File: src/rtl/display_scanner_pkg.sv
// Shared constants for the multiplexed 7-segment scanner: glyph table,
// blank pattern and parameter sanity check.
package display_scanner_pkg;

  typedef logic [0:6] glyph_t;  // index 0 = segment a, active-low

  localparam glyph_t SEG_OFF = 7'b1111111;

  localparam glyph_t GLYPH_TABLE [16] = '{
    7'b0000001, 7'b1001111, 7'b0010010, 7'b0000110,
    7'b1001100, 7'b0100100, 7'b0100000, 7'b0001111,
    7'b0000000, 7'b0000100, 7'b0001000, 7'b1100000,
    7'b0110001, 7'b1000010, 7'b0110000, 7'b0111000
  };

  function automatic bit params_ok(int nd, int div, int blank);
    return (nd >= 1) && (nd <= 8) && (div >= 2) && (div <= (1 << 20)) &&
           (blank >= 0) && (blank < div);
  endfunction

endpackage

File: src/rtl/display_scanner_if.sv
// Load-side inputs and display-side outputs of the scanner.
interface display_scanner_if #(parameter int NUM_DIGITS = 4);
  logic [4*NUM_DIGITS-1:0] value;
  logic [NUM_DIGITS-1:0]   dp_in;
  logic [NUM_DIGITS-1:0]   blank_in;
  logic                    lzs_en;
  logic                    load;
  logic [0:6]              seg;
  logic                    dp;
  logic [NUM_DIGITS-1:0]   an;
  logic                    frame_start;

  modport master (output value, dp_in, blank_in, lzs_en, load,
                  input  seg, dp, an, frame_start);
  modport slave  (input  value, dp_in, blank_in, lzs_en, load,
                  output seg, dp, an, frame_start);
endinterface

File: src/rtl/display_scanner_hex_glyph.sv
// Combinational hex nibble to active-low abcdefg glyph.
module hex_glyph
  import display_scanner_pkg::*;
(
  input  logic [3:0] nib,
  output glyph_t     glyph
);
  assign glyph = GLYPH_TABLE[nib];
endmodule

File: src/rtl/display_scanner.sv
// Time-multiplexed 7-segment scanner with frame-aligned double buffering,
// leading-zero suppression and per-slot anode guard time.
module display_scanner
  import display_scanner_pkg::*;
#(
  parameter int NUM_DIGITS   = 4,
  parameter int SCAN_DIV     = 50000,
  parameter int BLANK_CYCLES = 16
) (
  input  logic             clk,
  input  logic             rst_n,
  display_scanner_if.slave bus
);

  localparam int IW = (NUM_DIGITS > 1) ? $clog2(NUM_DIGITS) : 1;
  localparam int PW = $clog2(SCAN_DIV);
  localparam logic [PW-1:0] PRESC_LAST = PW'(SCAN_DIV - 1);
  localparam logic [PW-1:0] BLANK_LIM  = PW'(BLANK_CYCLES);
  localparam logic [IW-1:0] IDX_LAST   = IW'(NUM_DIGITS - 1);

  if (!params_ok(NUM_DIGITS, SCAN_DIV, BLANK_CYCLES)) begin : g_param_err
    $error("display_scanner: parameter out of range");
  end

  typedef struct packed {
    logic [NUM_DIGITS-1:0][3:0] nib;
    logic [NUM_DIGITS-1:0]      dp;
    logic [NUM_DIGITS-1:0]      blank;
    logic                       lzs;
  } buf_t;

  logic [PW-1:0] presc;
  logic [IW-1:0] idx;
  logic [IW-1:0] msnz;
  buf_t          act, pend, in_buf;
  logic          upd;
  logic          tick, wrap, dark;
  logic [3:0]    cur_nib;
  glyph_t        glyph;

  glyph_t                seg_q;
  logic                  dp_q, fs_q;
  logic [NUM_DIGITS-1:0] an_q;

  assign in_buf = '{nib: bus.value, dp: bus.dp_in, blank: bus.blank_in, lzs: bus.lzs_en};
  assign tick   = (presc == PRESC_LAST);
  assign wrap   = tick && (idx == IDX_LAST);

  // Active buffer only changes at the frame boundary, so one frame never mixes loads;
  // a load coinciding with the boundary bypasses the pending buffer.
  always_ff @(posedge clk) begin
    if (!rst_n) begin
      presc <= '0;
      idx   <= '0;
      act   <= '0;
      pend  <= '0;
      upd   <= 1'b0;
    end else begin
      presc <= tick ? '0 : presc + 1'b1;
      if (tick) idx <= wrap ? '0 : idx + 1'b1;
      if (bus.load) pend <= in_buf;
      if (wrap) begin
        upd <= 1'b0;
        if (bus.load)  act <= in_buf;
        else if (upd)  act <= pend;
      end else if (bus.load) begin
        upd <= 1'b1;
      end
    end
  end

  // Highest nonzero digit; stays 0 when all digits are zero so digit 0 always shows.
  always_comb begin
    msnz = '0;
    for (int k = 0; k < NUM_DIGITS; k++)
      if (act.nib[k] != 4'h0) msnz = IW'(k);
  end

  assign cur_nib = act.nib[idx];
  assign dark    = act.blank[idx] || (act.lzs && (idx > msnz));

  hex_glyph u_glyph (.nib(cur_nib), .glyph(glyph));

  always_ff @(posedge clk) begin
    if (!rst_n) begin
      seg_q <= SEG_OFF;
      dp_q  <= 1'b1;
      an_q  <= '1;
      fs_q  <= 1'b0;
    end else begin
      seg_q <= dark ? SEG_OFF : glyph;
      dp_q  <= dark | ~act.dp[idx];
      an_q  <= (presc < BLANK_LIM) ? '1 : ~(NUM_DIGITS'(1) << idx);
      fs_q  <= wrap;
    end
  end

  assign bus.seg         = seg_q;
  assign bus.dp          = dp_q;
  assign bus.an          = an_q;
  assign bus.frame_start = fs_q;

endmodule

File: src/flat_wrapper.sv
// flat-port wrapper written by rule: the top's interface ports become plain ports
module display_scanner_flat import display_scanner_pkg::*;
#(
  parameter int NUM_DIGITS   = 4,
  parameter int SCAN_DIV     = 50000,
  parameter int BLANK_CYCLES = 16
)
  (clk, rst_n, bus_value, bus_dp_in, bus_blank_in, bus_lzs_en, bus_load, bus_seg, bus_dp, bus_an, bus_frame_start);
  display_scanner_if #(.NUM_DIGITS(NUM_DIGITS)) bus_i ();
  input  logic clk;
  input  logic rst_n;
  input wire logic [$bits(bus_i.value)-1:0] bus_value;
  input wire logic [$bits(bus_i.dp_in)-1:0] bus_dp_in;
  input wire logic [$bits(bus_i.blank_in)-1:0] bus_blank_in;
  input wire logic [$bits(bus_i.lzs_en)-1:0] bus_lzs_en;
  input wire logic [$bits(bus_i.load)-1:0] bus_load;
  output wire logic [$bits(bus_i.seg)-1:0] bus_seg;
  output wire logic [$bits(bus_i.dp)-1:0] bus_dp;
  output wire logic [$bits(bus_i.an)-1:0] bus_an;
  output wire logic [$bits(bus_i.frame_start)-1:0] bus_frame_start;
  assign bus_i.value = bus_value;
  assign bus_i.dp_in = bus_dp_in;
  assign bus_i.blank_in = bus_blank_in;
  assign bus_i.lzs_en = bus_lzs_en;
  assign bus_i.load = bus_load;
  assign bus_seg = bus_i.seg;
  assign bus_dp = bus_i.dp;
  assign bus_an = bus_i.an;
  assign bus_frame_start = bus_i.frame_start;
  display_scanner #(.NUM_DIGITS(NUM_DIGITS), .SCAN_DIV(SCAN_DIV), .BLANK_CYCLES(BLANK_CYCLES)) u_core (.clk(clk), .rst_n(rst_n), .bus(bus_i));
endmodule
File: config.mk
export PLATFORM = sky130hd
export DESIGN_NAME = display_scanner_flat
export DESIGN_NICKNAME = d
export VERILOG_FILES = /design/src/rtl/display_scanner_pkg.sv /design/src/rtl/display_scanner_if.sv /design/src/rtl/display_scanner_hex_glyph.sv /design/src/rtl/display_scanner.sv /design/src/flat_wrapper.sv
export SDC_FILE = /design/constraint.sdc
export NUM_CORES = 1
export LEC_CHECK = 0
export BUFFER_PORTS_ARGS = -buffer_cell sky130_fd_sc_hd__buf_2
export CORE_MARGIN = 4
export CORE_UTILIZATION = 58
export DETAILED_ROUTE_END_ITERATION = 12
export GPL_TIMING_DRIVEN = 1
export PLACE_DENSITY_LB_ADDON = 0.25
export RECOVER_POWER = 100
export SKIP_LAST_GASP = 1
export SYNTH_ARGS = -nofsm -noshare
export SYNTH_HDL_FRONTEND = slang
export SYNTH_SLANG_ARGS = --single-unit
File: constraint.sdc
create_clock -name clk -period 3 [get_ports clk]
set_clock_uncertainty 0.05 [all_clocks]
set_input_delay 0.3 -clock clk [delete_from_list [all_inputs] [get_ports clk]]
set_output_delay 0.3 -clock clk [all_outputs]
set_load 0.02 [all_outputs]
==> impl_metrics.env <==
export IMPL_drive_above_1_share_pct=15.1
export IMPL_clock_latency_ps=350
export IMPL_dpl_worst_slack_ps=604
export IMPL_cts_resized=0
export IMPL_ctsHoldBuffers=0
export IMPL_avgSynthCellArea_um2=10.6
export IMPL_post_synth_top_count_cell="dfxtp_1"
export IMPL_nets=430
export IMPL_die_width_um=87.9
export IMPL_critPathRequiredTime_ps=3140
export IMPL_yosys_top_cells_area="dfxtp_1 (44%), mux2i_1 (8.7%), mux2_4 (8.1%)"
export IMPL_cts_root_buf="clkbuf_8"
export IMPL_vias=2463
export IMPL_synthesis_nets=390
export IMPL_cts_made_buffers=9
export IMPL_synth_xor_area_share_pct=3.31
export IMPL_drv_cap=1
export IMPL_finalWirelength_um=6810
export IMPL_htree_levels=3
export IMPL_synthAdderAreaFrac_pct=4.39
export IMPL_crit_path_max_fanout=7
export IMPL_avgRoutedWirePerCell_um=14.6
export IMPL_power_total_mw=1.96
export IMPL_synthMuxAreaShare_pct=21.9
export IMPL_pwr_share_comb_pct=5.2
export IMPL_ys_warn_count=0
export IMPL_swShare_pct=22.5
export IMPL_timing_hold_ws_ps=200
export IMPL_switchingPower_uw=441
export IMPL_cts_buffer_depth=2
export IMPL_clkPwrFrac_pct=37.5
export IMPL_antenna_found_initial=0
export IMPL_clk_pin_slew_worst_paths_ps=80
export IMPL_synth_top_family_by_area="multiplexers"
export IMPL_synth_seq_cells=82
export IMPL_firstDrtPassIters=4
export IMPL_syn2layout_area_growth_pct=8.82
export IMPL_internal_power_mw=1.52
export IMPL_instances_no_fill=467
export IMPL_drv_slew=27
export IMPL_ys_async_sr_fraction_pct=0
export IMPL_worstMarginPinSlew_ps=1780
export IMPL_relSlewSlack_pct=-18.8
export IMPL_die_y_um=87.9
export IMPL_hp_class="input pin to register"
export IMPL_cp_startpoint="u_core.act[24]"
export IMPL_rows=28
export IMPL_hold_viol=0
export IMPL_post_route_period_util_pct=83.1
export IMPL_synth_ff_type="dfxtp_1"
export IMPL_reg2reg_from="u_core.act[24]"
export IMPL_synth_commonest_cells="dfxtp_1 (82), mux2i_1 (32), and2_1 (26), nor2b_1 (26), nor2_1 (22)"
export IMPL_detail_route_antenna_nets=0
export IMPL_finalCriticalPeriod_ps=2490
export IMPL_synth_area_um2=3700
export IMPL_dp_hpwl_um=4680
export IMPL_syn_inst=349
export IMPL_cp_arrival_ps=2630
export IMPL_synth_largest_area_cell="dfxtp_1"
export IMPL_synth_top_area_share_pct=44.4
export IMPL_synth_compound_area_share_pct=3.92
export IMPL_synth_edff_count=0
export IMPL_post_cts_buffers=0
export IMPL_drc=0
export IMPL_start_util_pct=61.1
export IMPL_crit_type="register to register"
export IMPL_dp_cells=453
export IMPL_core_area_um2=6060
export IMPL_grt_pass1_vias=2381
export IMPL_grt_max_degree=31
export IMPL_io_buffers=40
export IMPL_vias_per_cell=5.27
export IMPL_setup_ws_ps=506
export IMPL_pin_count=41
export IMPL_cp_end_kind="register"
export IMPL_powerDensity_nw_per_um2=487
export IMPL_setup_viol=0
export IMPL_gr_usage_all_layers_pct=18.6
export IMPL_die_area_um2=7720
export IMPL_start_kind="register"
export IMPL_gp_congestion=0.835
export IMPL_grt_overflow_total=0
export IMPL_setup_tns_ps=0
export IMPL_vdd_ir_drop_worst_v=0.000308
export IMPL_violations="max-capacitance violations, max-slew violations"
export IMPL_power_leakage_nw=1.76
export IMPL_status="finished with violations"
export IMPL_grt_pass1_wl_um=11200
export IMPL_seqPwrFrac_pct=57.3
export IMPL_cts_tree="yes"
export IMPL_yosys_area_share_simple_pct=18.9
export IMPL_drtIter0Drc=69
export IMPL_hp_start="bus_blank_in[0]"
export IMPL_antenna_cells=0
export IMPL_rsz0062_at_grt="no"
export IMPL_fmax_mhz=401
export IMPL_yosysSeqAreaShare_pct=44.4
export IMPL_clock_sinks=82
export IMPL_synth_cell_types=38
[stage by stage]
stage	utilization [%]	instance area (um^2)
final	66.5	4030
after global routing	66.5	4030
after CTS	68.2	4130
after detailed placement	65.3	3960
after global placement	65.3	3960
after floorplan	-	3700
[critical path: stages, from the launching register on]
cell      delay (ps)
dfxtp_1          340
or4_1            540
o21bai_1         180
ha_1             280
nand2_1           40
nand2_1           50
nor2_1            40
nor3_1           260
clkbuf_1         330
o311ai_0         220
[cell usage in the layout, fill, tap and decap left out, drive strengths merged, types with 6 or more instances in the layout]
cell type	synthesis	routed
mux2	31	31
xor2	7	7
xnor2	7	7
ha	13	13
a21oi	6	6
dfxtp	82	82
clkbuf	12	28
and3	7	7
nand3	9	9
nor2	22	22
and2	26	26
inv	7	7
mux2i	32	32
buf	6	31
nor2b	26	26
nand2	19	19
[power by group through the flow]
stage	registers, mW	logic (mW)	clock network (mW)
final	1.12	0.102	0.735
after global routing	1.13	0.115	0.792
after CTS	1.12	0.106	0.751
after detailed placement	1.15	0.105	0
after global placement	1.15	0.103	0
after floorplan	1.15	0.0621	0
[per-layer routing]
layer	wire length [um]	track usage [%]	part of all wire [%]	vias up
met5	0	0	0	-
met4	88	5.44	1.3	0
met3	296	5.17	4.3	9
met2	2930	28.8	43	44
met1	3490	25.5	51	1139
li1	-	-	-	1271
[final cells by class]
type | instances | area, um^2
Clock inverter | 2 | 12.5
Inverter | 7 | 26.3
Clock buffer | 12 | 165
Tap cell | 75 | 93.8
Timing Repair Buffer | 47 | 228
Multi-Input combinational cell | 242 | 1860
Fill cell | 499 | 2030
Sequential cell | 82 | 1640
[sequential cells by signal, summed over array words and instances, names as in the netlist]
| signal | count |
|---|---|
| u_core.bus.dp | 1 |
| u_core.act | 25 |
| u_core.upd | 1 |
| u_core.bus.an | 4 |
| u_core.pend | 25 |
| u_core.bus.seg | 7 |
| u_core.idx | 2 |
| u_core.bus.frame_start | 1 |
| u_core.presc | 16 |
[kinds of logic after synthesis]
group                      after synthesis
adders and majority gates               13
buffers and inverters                   25
xor gates and xnor gates                14
and+or+nand+nor                        127
muxes                                   66
DFF                                     82
AOI/OAI and AO/OA                       22
[path summary, 6_finish.rpt]
check	end	slack (ps)	cells after the start
worst max-delay path	u_core.bus.seg[2]	510	9
worst min-delay path	u_core.pend[1]	200	3
worst max register to register	u_core.bus.seg[2]	510	9
worst min register to register	u_core.presc[0]	400	1
(Power assumes the default switching activity.)
